## src/rtl/fifo_pkg.sv

```systemverilog
// Shared FIFO pointer definitions: side modes, default width, and
// the Gray/binary conversion functions used by RTL and testbench alike.
package fifo_pkg;

    localparam int MODE_WRITE     = 0;
    localparam int MODE_READ      = 1;
    localparam int ADDR_WIDTH_DEF = 4;
    localparam int PTR_W_MAX      = 17;

    typedef logic [PTR_W_MAX-1:0] ptr_t;

    function automatic ptr_t ptr_mask(input int width);
        return (ptr_t'(1) << width) - ptr_t'(1);
    endfunction

    function automatic ptr_t bin2gray(input ptr_t b, input int width);
        return ((b >> 1) ^ b) & ptr_mask(width);
    endfunction

    function automatic ptr_t gray2bin(input ptr_t g, input int width);
        ptr_t gm;
        ptr_t b;
        gm = g & ptr_mask(width);
        b  = gm;
        for (int s = 1; s < PTR_W_MAX; s++) begin
            b = b ^ (gm >> s);
        end
        return b;
    endfunction

endpackage

```

## src/rtl/gray_ptr_ctrl_gray2bin.sv

```systemverilog
// Combinational Gray-to-binary converter: each binary bit is the XOR
// of all Gray bits at or above its position.
module gray2bin #(
    parameter int WIDTH = 5
) (
    input  logic [WIDTH-1:0] gray,
    output logic [WIDTH-1:0] bin
);

    for (genvar i = 0; i < WIDTH; i++) begin : g_bit
        assign bin[i] = ^gray[WIDTH-1:i];
    end

endmodule

```

## src/rtl/gray_ptr_ctrl.sv

```systemverilog
// One side of an async FIFO: binary/Gray pointer pair plus registered
// full/empty, occupancy level and almost flag against the remote pointer.
module gray_ptr_ctrl
    import fifo_pkg::*;
#(
    parameter int ADDR_WIDTH = ADDR_WIDTH_DEF,
    parameter int MODE       = MODE_WRITE,
    parameter int ALMOST_TH  = 2
) (
    input  logic                  clk,
    input  logic                  rst_n,
    input  logic                  inc,
    input  logic [ADDR_WIDTH:0]   sync_gray,
    output logic [ADDR_WIDTH-1:0] addr,
    output logic [ADDR_WIDTH:0]   ptr_bin,
    output logic [ADDR_WIDTH:0]   ptr_gray,
    output logic                  flag,
    output logic                  almost,
    output logic [ADDR_WIDTH:0]   level
);

    localparam int AW    = ADDR_WIDTH;
    localparam int PW    = AW + 1;
    localparam int DEPTH = 1 << AW;

    localparam logic FLAG_RST   = (MODE == MODE_READ);
    localparam logic ALMOST_RST = (MODE == MODE_READ) ||
                                  (ALMOST_TH == DEPTH);

    logic          adv;
    logic [AW:0]   sync_bin;
    logic [AW:0]   bin_nxt;
    logic [AW:0]   gray_nxt;
    logic [AW:0]   level_nxt;
    logic          flag_nxt;
    logic          almost_nxt;

    gray2bin #(
        .WIDTH(PW)
    ) u_sync_g2b (
        .gray(sync_gray),
        .bin (sync_bin)
    );

    assign adv      = inc & ~flag;
    assign bin_nxt  = ptr_bin + PW'(adv);
    assign gray_nxt = (bin_nxt >> 1) ^ bin_nxt;
    assign addr     = ptr_bin[AW-1:0];

    if (MODE == MODE_WRITE) begin : g_wr
        // Full when the remote pointer is one lap behind: top two Gray bits differ
        localparam logic [AW:0] FULL_MASK = PW'(3) << (AW - 1);
        localparam logic [AW:0] ALM_TH    = PW'(DEPTH - ALMOST_TH);

        assign flag_nxt   = (gray_nxt == (sync_gray ^ FULL_MASK));
        assign level_nxt  = bin_nxt - sync_bin;
        assign almost_nxt = (level_nxt >= ALM_TH);
    end else begin : g_rd
        localparam logic [AW:0] ALM_TH = PW'(ALMOST_TH);

        assign flag_nxt   = (gray_nxt == sync_gray);
        assign level_nxt  = sync_bin - bin_nxt;
        assign almost_nxt = (level_nxt <= ALM_TH);
    end

    always_ff @(posedge clk or negedge rst_n) begin
        if (!rst_n) begin
            ptr_bin  <= '0;
            ptr_gray <= '0;
            level    <= '0;
            flag     <= FLAG_RST;
            almost   <= ALMOST_RST;
        end else begin
            ptr_bin  <= bin_nxt;
            ptr_gray <= gray_nxt;
            level    <= level_nxt;
            flag     <= flag_nxt;
            almost   <= almost_nxt;
        end
    end

endmodule
```

## config.mk

```make
export PLATFORM = sky130hd
export DESIGN_NAME = gray_ptr_ctrl
export DESIGN_NICKNAME = d
export VERILOG_FILES = /design/src/rtl/fifo_pkg.sv /design/src/rtl/gray_ptr_ctrl_gray2bin.sv /design/src/rtl/gray_ptr_ctrl.sv
export SDC_FILE = /design/constraint.sdc
export NUM_CORES = 1
export LEC_CHECK = 0
export ABC_AREA = 1
export CORE_MARGIN = 5
export CORE_UTILIZATION = 40
export DETAILED_ROUTE_END_ITERATION = 10
export HOLD_SLACK_MARGIN = 0.12
export PLACE_DENSITY = 0.65
export SLEW_MARGIN = 20
export SYNTH_ARGS = -nofsm -noshare
export SYNTH_HDL_FRONTEND = slang
export SYNTH_SLANG_ARGS = --single-unit
```

## constraint.sdc

```tcl
create_clock -name clk -period 2.2 [get_ports clk]
set_input_delay 0.55 -clock clk [delete_from_list [all_inputs] [get_ports clk]]
set_output_delay 0.55 -clock clk [all_outputs]
set_load 0.05 [all_outputs]
```

==> results.rst <==
.. list-table::
   :header-rows: 1

   * - Metric
     - Value
   * - Result of the run
     - finished, final reports clean
   * - H-tree levels
     - 1
   * - Post-synth net total
     - 156
   * - Final Skew
     - 0.00692 ns
   * - Cells after synthesis
     - 142
   * - Core Footprint
     - 0.00254 mm2
   * - Die Footprint
     - 0.00385 mm2
   * - Leading register cell type out of synthesis
     - dfrtp_1
   * - Fraction of final layout cells sized beyond drive strength 1
     - ~34%
   * - Post-synthesis sequential element count
     - 16
   * - Required time of the critical path
     - 1.65 ns
   * - Area of the multi-input gates
     - a little over 600 um2
   * - Count of inserted antenna diode cells
     - 0
   * - Global-route total usage across every layer
     - roughly 17%
   * - Number of different library cells in the post-synthesis netlist
     - 18
   * - Number of placement rows
     - 18
   * - Kind of end point of the critical path
     - output port
   * - Routed Wire Length
     - 2.77 mm
   * - Crit share post-route
     - 97.1%
   * - Detailed-route DRC error count
     - 0
   * - Transition at the pin with the smallest max-transition slack
     - 0.514 ns
   * - Endpoints failing hold
     - 0
   * - Biggest area contributors in the synthesized netlist
     - dfrtp_1, nand2_1, nand3_1
   * - Critical Path Slowest Stage Cell
     - clkdlybuf4s50_1
   * - Final Max Slew Viols
     - 0
   * - Post-Syn Area
     - 0.00108 mm2
   * - Horizontal die dimension
     - 62.0 um
   * - Initial antenna violation count
     - 0
   * - Fraction of synthesis flops using an asynchronous set or reset pin
     - 100%
   * - Number of primary I/O pins
     - 29
   * - Post-synthesis cell type with the largest combined area
     - dfrtp_1
   * - Worst stage delay on the critical path
     - approximately 0.84 ns
   * - Share of the synthesized area in the top cell type
     - 37.0%
   * - Fraction of the yosys area taken by sequential cells
     - 37.0%
   * - Post-synthesis to final-layout area growth
     - 56.8%
   * - Post-route minimum period
     - 2.14 ns
   * - Post-route antenna net violation count
     - 0
   * - Cells traversed along the worst timing path
     - clkdlybuf4s50_1
   * - Average wire per standard cell
     - 12.2 um
   * - Die extent in y
     - about 62 um
   * - Initial core utilization
     - a little over two fifths
   * - Buffers on Ports
     - 28
   * - Non-filler cells in the finished layout
     - 228
   * - DP HPWL
     - between 2 and 2.5 mm
   * - Max Buffers Root-to-Sink
     - 2
   * - Leading cell type by number of instances after synthesis
     - nand2_1
   * - Clock-pin slew of the registers on the worst-case setup and hold paths
     - 0.10 ns
   * - Number of enable-type register cells in the synthesized netlist
     - 0
   * - Via count
     - about 1.1k
   * - Total iterations of the first detailed-routing run
     - 4
   * - Vias per Instance
     - 4.72
   * - NumNets Final
     - 213
   * - Global-route wire length before repair
     - 4.77 mm
   * - TritonCTS sink count
     - 16
   * - Average cell area after synthesis
     - about 7.6 um2
   * - YS warnings
     - 0
   * - Fillers
     - between 200 and 250
   * - Dpl cells
     - 221
   * - Worst setup SP type
     - flip-flop
   * - Routability cong.
     - 0.824
   * - Path type of the worst min-delay path
     - in -> async
   * - Slew HR
     - between 60% and 70%
   * - CTS root buffer
     - clkbuf_4
   * - Dominant delay contributor by cell family on the critical path
     - buffers and inverters
   * - Number of global-route vias before repair
     - approximately 1.1k
   * - TritonCTS clock tree
     - yes
   * - Max Clock Freq
     - 0.468 GHz
   * - Number of DRC markers after the initial detailed-route iteration
     - 26
   * - Sequential cell area
     - 400 um2
   * - Clock insertion delay at the later pin of the skew report
     - 0.30 ns
   * - Largest net degree at the start of global routing
     - 17
   * - Final global-route overflow total
     - 0
   * - Max-cap violation count
     - 0
   * - Most instantiated cells after synthesis
     - nand2_1, inv_1, nand3_1, dfrtp_1, nand2_2
   * - Post-cts hold buffer count
     - 0
   * - Data arrival at the endpoint of the critical path
     - 1.59 ns
   * - Sum of buffers and inverters on the critical path
     - 1
   * - Critical setup path kind
     - reg -> out
   * - Maximum fanout along the worst path
     - 7
   * - Final setup violation count
     - 0
   * - Num CTS Buffers
     - 3
[cell usage in the layout, fill, tap and decap left out, types with 2 or more instances in the layout]
master           Yosys  final
inv_2                2      5
a21oi_2              0      2
ha_1                 5      2
nand2_4              4      5
dfrtp_1             16     16
nand3_2              1      2
inv_1               23     20
clkbuf_4             0      3
ha_4                 0      2
buf_12               0      2
nand3_1             20     19
nand2_2              6      7
nor2_1               5      4
nand2_1             46     44
buf_4                5     29
clkdlybuf4s50_1      0     21
buf_6                0      2
[cell type report]
cell class | count | area share (%)
multi-input cells | 96 | 36.2
inverters | 25 | 5.52
clock buffers | 4 | 2.14
repair buffers | 57 | 30.4
flip-flops and latches | 16 | 23.6
well taps | 30 | 2.21
[flip-flops by register name (all words and copies together), names as in the netlist]
name      cells
almost        1
flag          1
level         5
ptr_bin       5
ptr_gray      4
[path summary, 6_finish.rpt]
kind / from / end / slack, ns / cells after the start
max: ptr_bin[3] / ptr_bin[3] / 0.06 / 1
min: rst_n / ptr_bin[3] / 0.56 / 2
max reg2reg: flag / almost / 0.34 / 11
min reg2reg: flag / ptr_gray[0] / 0.75 / 5
max in group asynchronous: rst_n / ptr_gray[2] / 1.44 / 2
min in group clk: sync_gray[3] / flag / 0.69 / 5
[metal layers]
layer,up-vias,GRT usage [%],wire length (um)
met5,-,0,0
met4,0,9.70,49
met3,6,2.48,117
met2,24,30.0,1480
met1,505,19.3,1130
li1,542,-,-
[metrics by stage]
| step | hold WS [ns] | util [%] | worst slack [ns] | instance area, um2 | setup TNS (ns) |
|---|---|---|---|---|---|
| final | 0.563 | 66.8 | 0.0637 | 1700 | 0 |
| after global routing | 0.600 | 66.8 | -0.00671 | 1700 | -0.00671 |
| after CTS | 0.582 | 63.8 | 0.00686 | 1620 | 0 |
| after detailed placement | 0.715 | 61.7 | -0.667 | 1570 | -3.17 |
| after global placement | 0.713 | 61.7 | -0.610 | 1570 | -2.82 |
| after floorplan | 0.254 | - | 0.0234 | 1090 | 0 |
[cell families after synthesis]
logic type,share of synthesized area (%)
and+or+nand+nor,38.2
xor gates and xnor gates,4.16
adders and majority gates,7.62
AOI/OAI and AO/OA,0.924
DFF,37.0
buffers and inverters,12.1
[repair_timing]
item                       CTS  global route
pin swaps                    5            10
setup endpoints to repair    5             5
resized for setup           13            19
hold endpoints to repair     0             0
setup buffers                1             2
Power is left out: the tool's default activity adds up to more than one toggle a clock period on the data nets, which glitch-free logic cannot reach.
